===== src/rtl/freq_meter_pkg.sv =====
// Shared encodings and helpers for the frequency-meter control path:
// sequencer state codes, gate-range encoding and the gate-length lookup.
package freq_meter_pkg;

  localparam int unsigned CLK_HZ_DEF = 50_000_000;

  typedef logic [2:0] state_t;

  localparam logic [2:0] ST_IDLE   = 3'd0;
  localparam logic [2:0] ST_CLEAR  = 3'd1;
  localparam logic [2:0] ST_ARM    = 3'd2;
  localparam logic [2:0] ST_GATE   = 3'd3;
  localparam logic [2:0] ST_SETTLE = 3'd4;
  localparam logic [2:0] ST_STORE  = 3'd5;
  localparam logic [2:0] ST_HOLD   = 3'd6;

  typedef enum logic [1:0] {
    RNG_1S    = 2'b00,
    RNG_100MS = 2'b01,
    RNG_10MS  = 2'b10,
    RNG_1MS   = 2'b11
  } range_t;

  // Timed-gate length in clock cycles; clk_hz is always a parameter, so this folds to constants.
  function automatic int unsigned gate_len(input range_t r, input int unsigned clk_hz);
    case (r)
      RNG_1S:    return clk_hz;
      RNG_100MS: return clk_hz / 10;
      RNG_10MS:  return clk_hz / 100;
      default:   return clk_hz / 1000;
    endcase
  endfunction

endpackage


===== src/rtl/gate_sequencer_if.sv =====
// Control/status bundle between the gate sequencer and its surroundings
// (run/mode/range controls, sig_in, counter overflow, gate/clear/store outputs).
interface gate_sequencer_if;
  logic       run;
  logic       measure_mode;
  logic [1:0] F_sel;
  logic       sig_in;
  logic       OF;
  logic       gate;
  logic       clr_cnt;
  logic       Store;
  logic       busy;
  logic       timeout;
  logic [1:0] range_o;

  modport master (
    output run, measure_mode, F_sel, sig_in, OF,
    input  gate, clr_cnt, Store, busy, timeout, range_o
  );

  modport slave (
    input  run, measure_mode, F_sel, sig_in, OF,
    output gate, clr_cnt, Store, busy, timeout, range_o
  );
endinterface


===== src/rtl/gate_sequencer_edge_sync.sv =====
// edge_sync: two-flop synchroniser for an asynchronous input followed by a
// registered rising-edge pulse (3 clocks from sampled edge to pulse consumer).
module edge_sync (
  input  logic clk,
  input  logic rst_n,
  input  logic d,
  output logic rise
);
  // sh[1:0] is the synchroniser chain, sh[2] the previous synchronised value
  logic [2:0] sh;

  always_ff @(posedge clk or negedge rst_n) begin
    if (!rst_n) begin
      sh   <= '0;
      rise <= 1'b0;
    end else begin
      sh   <= {sh[1:0], d};
      rise <= sh[1] & ~sh[2];
    end
  end
endmodule


===== src/rtl/gate_sequencer.sv =====
// gate_sequencer: measurement-cycle controller (clear -> gate -> settle -> store -> hold).
// Build option AUTO_RANGE_EN: an overflowed timed gate retries on the next shorter range.
module gate_sequencer
  import freq_meter_pkg::*;
#(
  parameter int unsigned CLK_HZ     = CLK_HZ_DEF,
  parameter int unsigned CLR_CYC    = 2,
  parameter int unsigned SETTLE_CYC = 2,
  parameter int unsigned HOLD_CYC   = CLK_HZ / 4,
  parameter int unsigned TO_CYC     = 2 * CLK_HZ
) (
  input logic             CLK_50,
  input logic             nRST,
  gate_sequencer_if.slave bus
);

  localparam int CW = $clog2(TO_CYC + 1);

  localparam logic [CW-1:0] CLR_M1    = CW'(CLR_CYC - 1);
  localparam logic [CW-1:0] SETTLE_M1 = CW'(SETTLE_CYC - 1);
  localparam logic [CW-1:0] HOLD_M1   = CW'(HOLD_CYC - 1);
  localparam logic [CW-1:0] TO_M1     = CW'(TO_CYC - 1);

  state_t        state, state_nx;
  logic [CW-1:0] cnt;
  logic [CW-1:0] glen_m1;
  logic          mode_q;
  range_t        rng_q;
  logic          rise;
  logic          to_hit;
  logic          retry;
  logic          enter_clr;

  edge_sync u_sync (
    .clk   (CLK_50),
    .rst_n (nRST),
    .d     (bus.sig_in),
    .rise  (rise)
  );

  assign glen_m1   = CW'(gate_len(rng_q, CLK_HZ) - 1);
  assign enter_clr = (state_nx == ST_CLEAR) && (state != ST_CLEAR);

`ifdef AUTO_RANGE_EN
  logic ovf_seen;

  always_ff @(posedge CLK_50 or negedge nRST) begin
    if (!nRST)                          ovf_seen <= 1'b0;
    else if (state == ST_CLEAR)         ovf_seen <= 1'b0;
    else if (state == ST_GATE && bus.OF) ovf_seen <= 1'b1;
  end

  // Only timed gates retry, and the 1 ms range is the last resort.
  assign retry = ovf_seen && !mode_q && (rng_q != RNG_1MS);
`else
  assign retry = 1'b0;
`endif

  always_comb begin
    state_nx = state;
    to_hit   = 1'b0;
    unique case (state)
      ST_IDLE:   if (bus.run) state_nx = ST_CLEAR;
      ST_CLEAR:  if (cnt == CLR_M1) state_nx = mode_q ? ST_ARM : ST_GATE;
      ST_ARM: begin
        if (rise) state_nx = ST_GATE;
        else if (cnt == TO_M1) begin
          to_hit   = 1'b1;
          state_nx = bus.run ? ST_CLEAR : ST_IDLE;
        end
      end
      ST_GATE: begin
        if (!mode_q) begin
          if (cnt == glen_m1) state_nx = ST_SETTLE;
        end else if (rise) begin
          state_nx = ST_SETTLE;
        end else if (cnt == TO_M1) begin
          to_hit   = 1'b1;
          state_nx = bus.run ? ST_CLEAR : ST_IDLE;
        end
      end
      ST_SETTLE: if (cnt == SETTLE_M1) state_nx = retry ? ST_CLEAR : ST_STORE;
      ST_STORE:  state_nx = ST_HOLD;
      ST_HOLD:   if (cnt == HOLD_M1) state_nx = bus.run ? ST_CLEAR : ST_IDLE;
      default:   state_nx = ST_IDLE;
    endcase
  end

  // One shared cycle counter, restarted on every state change.
  always_ff @(posedge CLK_50 or negedge nRST) begin
    if (!nRST) begin
      state       <= ST_IDLE;
      cnt         <= '0;
      bus.timeout <= 1'b0;
      bus.range_o <= '0;
    end else begin
      state       <= state_nx;
      cnt         <= (state_nx != state || state == ST_IDLE) ? '0 : cnt + 1'b1;
      bus.timeout <= to_hit;
      if (state_nx == ST_STORE) bus.range_o <= rng_q;
    end
  end

  always_ff @(posedge CLK_50 or negedge nRST) begin
    if (!nRST) begin
      mode_q <= 1'b0;
      rng_q  <= RNG_1S;
    end else if (enter_clr) begin
      mode_q <= bus.measure_mode;
`ifdef AUTO_RANGE_EN
      // F_sel seeds the range only when a run starts; retries step it down.
      if (state == ST_IDLE)        rng_q <= range_t'(bus.F_sel);
      else if (state == ST_SETTLE) rng_q <= range_t'(rng_q + 2'd1);
`else
      rng_q <= range_t'(bus.F_sel);
`endif
    end
  end

  assign bus.gate    = (state == ST_GATE);
  assign bus.clr_cnt = (state == ST_CLEAR);
  assign bus.Store   = (state == ST_STORE);
  assign bus.busy    = (state != ST_IDLE);

endmodule

===== src/flat_wrapper.sv =====
// flat-port wrapper written by rule: the top's interface ports become plain ports
module gate_sequencer_flat import freq_meter_pkg::*;
#(
  parameter int unsigned CLK_HZ     = CLK_HZ_DEF,
  parameter int unsigned CLR_CYC    = 2,
  parameter int unsigned SETTLE_CYC = 2,
  parameter int unsigned HOLD_CYC   = CLK_HZ / 4,
  parameter int unsigned TO_CYC     = 2 * CLK_HZ
)
  (CLK_50, nRST, bus_run, bus_measure_mode, bus_F_sel, bus_sig_in, bus_OF, bus_gate, bus_clr_cnt, bus_Store, bus_busy, bus_timeout, bus_range_o);
  gate_sequencer_if bus_i ();
  input logic CLK_50;
  input logic nRST;
  input wire logic [$bits(bus_i.run)-1:0] bus_run;
  input wire logic [$bits(bus_i.measure_mode)-1:0] bus_measure_mode;
  input wire logic [$bits(bus_i.F_sel)-1:0] bus_F_sel;
  input wire logic [$bits(bus_i.sig_in)-1:0] bus_sig_in;
  input wire logic [$bits(bus_i.OF)-1:0] bus_OF;
  output wire logic [$bits(bus_i.gate)-1:0] bus_gate;
  output wire logic [$bits(bus_i.clr_cnt)-1:0] bus_clr_cnt;
  output wire logic [$bits(bus_i.Store)-1:0] bus_Store;
  output wire logic [$bits(bus_i.busy)-1:0] bus_busy;
  output wire logic [$bits(bus_i.timeout)-1:0] bus_timeout;
  output wire logic [$bits(bus_i.range_o)-1:0] bus_range_o;
  assign bus_i.run = bus_run;
  assign bus_i.measure_mode = bus_measure_mode;
  assign bus_i.F_sel = bus_F_sel;
  assign bus_i.sig_in = bus_sig_in;
  assign bus_i.OF = bus_OF;
  assign bus_gate = bus_i.gate;
  assign bus_clr_cnt = bus_i.clr_cnt;
  assign bus_Store = bus_i.Store;
  assign bus_busy = bus_i.busy;
  assign bus_timeout = bus_i.timeout;
  assign bus_range_o = bus_i.range_o;
  gate_sequencer #(.CLK_HZ(CLK_HZ), .CLR_CYC(CLR_CYC), .SETTLE_CYC(SETTLE_CYC), .HOLD_CYC(HOLD_CYC), .TO_CYC(TO_CYC)) u_core (.CLK_50(CLK_50), .nRST(nRST), .bus(bus_i));
endmodule

===== config.mk =====
export PLATFORM = sky130hd
export DESIGN_NAME = gate_sequencer_flat
export DESIGN_NICKNAME = d
export VERILOG_FILES = /design/src/rtl/freq_meter_pkg.sv /design/src/rtl/gate_sequencer_if.sv /design/src/rtl/gate_sequencer_edge_sync.sv /design/src/rtl/gate_sequencer.sv /design/src/flat_wrapper.sv
export SDC_FILE = /design/constraint.sdc
export NUM_CORES = 1
export LEC_CHECK = 0
export ABC_AREA = 1
export CORE_ASPECT_RATIO = 1.2
export CORE_UTILIZATION = 45
export DETAILED_ROUTE_END_ITERATION = 10
export GPL_TIMING_DRIVEN = 0
export SYNTH_ARGS = -nofsm -noshare
export SYNTH_HDL_FRONTEND = slang
export SYNTH_SLANG_ARGS = --single-unit

===== constraint.sdc =====
create_clock -name CLK_50 -period 3.3 [get_ports CLK_50]
set_input_delay 0.66 -clock CLK_50 [delete_from_list [all_inputs] [get_ports CLK_50]]
set_output_delay 0.66 -clock CLK_50 [all_outputs]
set_load 0.01 [all_outputs]

* Yosys cells after proc, flatten, opt, wreduce, memory -nomap -nowiden
Index checks and enable logic that the tools add are counted.
Operators by class: div/mod/pow operators 0, reduce and logical (&&, ||, !) cells 5, $add $sub $neg 2, $mul 0, multiplexer cells 18, shift-type cells 0, bitwise gates (word level) 2, magnitude comparators 0, eq/ne operators 16
Operators with widths (number):
- $pmux 26 s3 | 1
- $add 27x1->27 const B | 1
- $eq 27x1->1 const B | 1
- $eq 27x24->1 const B | 1
- $eq 27x27->1 | 1
- $eq 27x27->1 const B | 1
- $mux 27 | 1
- $mux 3 | 9
- $sub 26x1->27 const B | 1
- $pmux 3 s7 | 1
- $eq 3x3->1 const B | 4
- $eq 3x1->1 const B | 2
- $eq 3x2->1 const B | 2
- $mux 1 | 5
- $logic_not 3->1 | 1
- $ne 3x1->1 const B | 1
- $ne 3x3->1 | 1
- $reduce_bool 3->1 | 1
- $eq 2x1->1 const B | 1
- $eq 2x2->1 const B | 1
- $logic_not 2->1 | 1
- $pmux 1 s2 | 1
- $and 1x1->1 | 1
- $logic_and 1x1->1 | 1
- other kinds (2) | 2
Storage, ports and cells: input bits 8, memories 0, logic and storage cells 51, RAM bits 0, register bits 40, latch bits 0, ROM bits 0, output and inout port bits 7

* Logic depth before layout (Yosys ltp)
depth after elaboration 10, mapped depth 20, depth with buffers taken out 19

* Hierarchy
A second synthesis with hierarchy kept.
Unflattened totals: cell total of the unflattened synthesis 410, area, all modules 2996.6 um^2
By module, submodules not included:
- gate_sequencer | instances 1, cells each 404, area an instance 2886.5 um^2, seq. area each 900.9 um^2
- edge_sync | instances 1, cells each 6, area an instance 110.1 um^2, seq. area each 100.1 um^2

* Least setup slack after synthesis
OpenSTA, ideal clock, no wires.
kind reg-to-reg, from reg u_core.rng_q[0], to reg u_core.cnt[7], clock period less this slack 2408 ps, slack 892 ps, data arrival time 2281 ps, setup time 127 ps, buffers on the path 1, required time 3173 ps, cell stages (with the launch flop) 20, cell sequence dfrtp_1 inv_1 ha_1 inv_1 ha_1 nand2_1 inv_1 nor2_1 nand2_1 nor2_1 nand2_1 nor2_1 nand2_1 nand2_1 nand2_1 nand2_1 nand4_1 nand3_4 buf_6 nor2_2
On the way: cells in the longest elaborated chain, start to end 10, elaborated cells between the ends (all ways) 12, classes of those cells add/sub: 1; eq/ne: 4; mux: 5; reduce/logical: 2
RTL lines:
- from (decl) | RTL line gate_sequencer.sv:28 | range_t rng_q;
- from (signal assigned) | RTL line gate_sequencer.sv:115 | rng_q <= range_t'(bus.F_sel);
- $eq 2x2->1 (tied with other cells) | RTL line freq_meter_pkg.sv:26 | case (r)
- $pmux 26 s3 (*) | RTL line freq_meter_pkg.sv:26
- $sub 26x1->27 (*) | RTL line gate_sequencer.sv:41 | assign glen_m1 = CW'(gate_len(rng_q, CLK_HZ) - 1);
- $eq 27x27->1 (*) | RTL line gate_sequencer.sv:74 | if (cnt == glen_m1) state_nx = ST_SETTLE;
- $mux 3 (*) | RTL line gate_sequencer.sv:74
- $mux 3 (*) | RTL line gate_sequencer.sv:73 | if (!mode_q) begin
- $pmux 3 s7 (*) | RTL line gate_sequencer.sv:62 | unique case (state)
- $ne 3x3->1 (*) | RTL line gate_sequencer.sv:98 | cnt <= (state_nx != state || state == ST_IDLE) ? '0 : cnt + 1'b1;
- $logic_or 1x1->1 (*) | RTL line gate_sequencer.sv:98
- $mux 27 (*) | RTL line gate_sequencer.sv:98
- to (signal assigned) | RTL line gate_sequencer.sv:98
- to (decl) | RTL line gate_sequencer.sv:25 | logic [CW-1:0] cnt;
Mark *: on every way between the ends. The rest lies on a longest branch, timed or not. A chain may end at the register's enable or synchronous reset.

* Worst setup path in the final report
Ends and elaborated chain as after synthesis.

==> parameters.txt <==
Parameter                              Value

Status
  Status    finished, final reports clean

Placed design
  Number of port buffers    13
  DP HPWL    5.25 mm
  Placed standard-cell area    slightly above 3000 sq um
  Weighted congestion at the end of routability-driven global placement    between 0.8 and 0.9
  DP Cell Count    roughly 520
  Worst setup slack after placement    0.408 ns

Synth
  Fraction of the mapped netlist area in simple logic gates    41.4%
  Post-synthesis cell type with the largest combined area    sky130_fd_sc_hd__dfrtp_1
  Warnings, synthesis    0
  Complex-gate fraction of the synthesized area    under 10%
  Number of standard cells after synthesis    428
  Share of synthesized area spent on multiplexers    0%
  Share of the synthesized area in the top cell type    between 30% and 40%
  Total nets after synthesis    around 450
  Cells taking the most area after synthesis    sky130_fd_sc_hd__dfrtp_1, sky130_fd_sc_hd__nand2_1, sky130_fd_sc_hd__nor2_1, sky130_fd_sc_hd__inv_1, sky130_fd_sc_hd__xor2_1
  Synth Cell Area    between 2000 and 3000 sq um
  Count of unique library cells instantiated by Yosys    24
  Average footprint of a synthesized cell    6.74 sq um
  Seq cells post-synth    40
  Area share of xor/xnor cells in the synthesized design    6.38%
  Post-synthesis adder-cell area fraction    between 4 and 5%
  Seq/Total Area, Yosys    34.7%
  Largest family of logic cells by synthesized area    simple AND/OR/NAND/NOR gates

Floorplan
  Die Span X    roughly 75 um
  Count of boundary I/O pins    15
  Die Area    6730 sq um
  Placeable core region    6130 sq um
  Y dimension of the die    approximately 90 um
  Core Rows    31
  Initial Utilization    approximately 47%

Global route
  Number of global-route vias before repair    around 2,400
  Number of antenna violations at the first check in global routing    0
  GRT overflow    0
  Wire length of the first global-routing pass    between 10 and 15 mm
  Pin count of the biggest net entering global routing    around 40
  Total global routing track utilization    22.7%

Timing
  Time the worst path needs with I/O delays and setup    ~2.9 ns
  Maximum frequency from static timing analysis    between 300 and 400 MHz
  Unrepaired setup endpoints after global routing    no
  Max-Slew Margin vs Limit    41.4%
  Setup TNS after final layout    0 ns
  Hold Slack    roughly 0.37 ns
  Actual slew at the worst max-slew pin    just under 0.9 ns
  Number of slew-limit violations in the final report    0
  Share of the clock period used by the worst path after layout    between 80 and 90%
  Worst-case clock skew    approximately 0.0055 ns
  Endpoints failing hold    0
  Count of endpoints failing setup in the final report    0
  Final worst setup slack    0.402 ns

CTS
  Count of clock tree sinks    40
  CTS root buf    sky130_fd_sc_hd__clkbuf_8
  Largest buffer count on any clock path    2
  CTS tree    yes
  Count of buffers added by post-CTS timing repair for setup    0
  Count of hold-fix buffers inserted at cts    0
  Clock-pin slew on the worst setup and hold paths    ~0.090 ns
  Clk Latency, worst-skew pair    about 0.3 ns
  Count of H-tree levels built during CTS    2
  Post-CTS resize count    0
  Number of clock buffers inserted by TritonCTS    5

Pwr
  Power per cell area    about 290 nW/um^2
  Static leakage    1.58 nW
  Total power consumption of the routed design    around 0.93 mW
  Peak supply drop    roughly 150 uV

Route
  First-iteration detailed-routing DRC count    133
  Vias per cell    4.86
  Via count    between 2,000 and 3,000
  Detail Route Antenna Nets    0
  Remaining DRCs    0
  Total Routed Length    roughly 6.7 mm
  DR pass1 iterations    5
  Average wire per standard cell    approximately 13 um

Layout
  Multi-input gate area in the final layout    about 1600 sq um
  Filler cell count    between 600 and 700
  Commonest non-fill, non-tap cells in the layout    sky130_fd_sc_hd__nand2_1, sky130_fd_sc_hd__nor2_1, sky130_fd_sc_hd__inv_1, sky130_fd_sc_hd__dfrtp_1, sky130_fd_sc_hd__nand3_1
  Post-Route Utilization    a little over half
  Antenna diode instance count    0
  Register area    between 1000 and 1500 sq um
  Design Area, Final    ~3200 sq um
  Most frequent standard cell in the layout excluding fill and tap cells    sky130_fd_sc_hd__nand2_1
  Area Growth Syn to Fin    11.9%
  Share of post-route cells with drive strength above 1    between 10% and 20%
  Net count of the finished layout    466
  Non-filler instance count after layout    between 500 and 600

Worst setup path
  Worst setup EP type    flip-flop
  Worst setup path class    reg2reg
  WP data arrival    slightly above 3 ns
  CP required    approximately 3.5 ns
  Worst Setup SP    u_core.rng_q[0]
  Startpoint of the worst-slack reg-to-reg timing path    u_core.rng_q[0]
  Maximum fanout along the worst path    10
  Crit start category    flip-flop

Hold path
  Min-Delay Path Class    reg2reg
  Hold Crit Start    u_core.u_sync.sh[0]

Run
  Total of max-cap violations    0
power breakdown:
part	total, mW	switching (mW)	internal [mW]
Clock	0.422	0.195	0.228
Sequential	0.493	0.00102	0.492
Combinational	0.0176	0.0116	0.00603
Total	0.933	0.207	0.726
worst max-delay path: stages, from the launching register on:
cell and delay, ns:
sky130_fd_sc_hd__dfrtp_1 0.51, sky130_fd_sc_hd__inv_1 0.28, sky130_fd_sc_hd__ha_1 0.25, sky130_fd_sc_hd__inv_1 0.10, sky130_fd_sc_hd__ha_1 0.31, sky130_fd_sc_hd__nand2_1 0.07
sky130_fd_sc_hd__inv_1 0.04, sky130_fd_sc_hd__nor2_1 0.08, sky130_fd_sc_hd__nand2_1 0.05, sky130_fd_sc_hd__nor2_1 0.09, sky130_fd_sc_hd__nand2_1 0.06, sky130_fd_sc_hd__nor2_1 0.08
sky130_fd_sc_hd__nand2_1 0.10, sky130_fd_sc_hd__nand2_1 0.07, sky130_fd_sc_hd__nand2_1 0.06, sky130_fd_sc_hd__nand2_1 0.08, sky130_fd_sc_hd__nand4_1 0.13, sky130_fd_sc_hd__nand3_4 0.19
sky130_fd_sc_hd__buf_6 0.19, sky130_fd_sc_hd__nor2_2 0.04
final timing paths:
| path | end | cells past startpoint | slack (ns) |
|---|---|---|---|
| max | u_core.cnt[7] | 19 | 0.40 |
| min | u_core.u_sync.sh[1] | 0 | 0.37 |
| max reg2reg | u_core.cnt[7] | 19 | 0.40 |
| min reg2reg | u_core.u_sync.sh[1] | 0 | 0.37 |
| max in group asynchronous | u_core.cnt[26] | 1 | 2.29 |
| min in group asynchronous | u_core.cnt[5] | 1 | 0.47 |
Yosys cell counts:
master and count:
sky130_fd_sc_hd__nand2_1 116, sky130_fd_sc_hd__nor2_1 69, sky130_fd_sc_hd__inv_1 61, sky130_fd_sc_hd__dfrtp_1 40, sky130_fd_sc_hd__nand3_1 25, sky130_fd_sc_hd__nor2_2 24
sky130_fd_sc_hd__xor2_1 18, sky130_fd_sc_hd__nand4_1 15, sky130_fd_sc_hd__ha_1 10, sky130_fd_sc_hd__nor3_1 10, sky130_fd_sc_hd__buf_2 8, sky130_fd_sc_hd__o21ai_0 7
sky130_fd_sc_hd__nand2_2 6, sky130_fd_sc_hd__a21oi_1 3, sky130_fd_sc_hd__nor4_1 3, sky130_fd_sc_hd__xnor2_1 3, sky130_fd_sc_hd__buf_6 2, sky130_fd_sc_hd__clkbuf_1 2
sky130_fd_sc_hd__a211oi_1 1, sky130_fd_sc_hd__a31oi_1 1, sky130_fd_sc_hd__nand3_4 1, sky130_fd_sc_hd__nand3b_1 1, sky130_fd_sc_hd__o22ai_1 1, sky130_fd_sc_hd__o32ai_1 1
cell type report:
class                   instances  area share, %
multi-input cells             315           49.1
plain buffers                  12           2.17
flip-flops and latches         40           31.0
inverters                      61           7.10
repair buffers                 13           3.88
clock inverters                 3           1.44
well taps                      82           3.18
clock buffers                   5           2.13
routing by layer:
metal	part of all wire, %	up-vias	global-route usage, %
met1	46	1170	28.4
met2	49	42	39.4
met4	2.4	0	7.89
met5	0	-	0
li1	-	1355	-
met3	3.2	12	3.46
state kept, by name, indices dropped and copies added, names as in the netlist:
| name | count |
|---|---|
| u_core.u_sync.rise | 1 |
| u_core.u_sync.sh | 3 |
| u_core.bus.range_o | 2 |
| u_core.rng_q | 2 |
| u_core.state | 3 |
| u_core.bus.timeout | 1 |
| u_core.cnt | 27 |
| u_core.mode_q | 1 |
cell families (layout without fill, tap and decap cells):
logic type,after synthesis,count (layout)
and+or+nand+nor,270,270
xor gates and xnor gates,21,21
adders and majority gates,10,10
DFF,40,40
buffers and inverters,73,94
AOI/OAI and AO/OA,14,14
No activity file was read; power rests on OpenSTA's default activity.
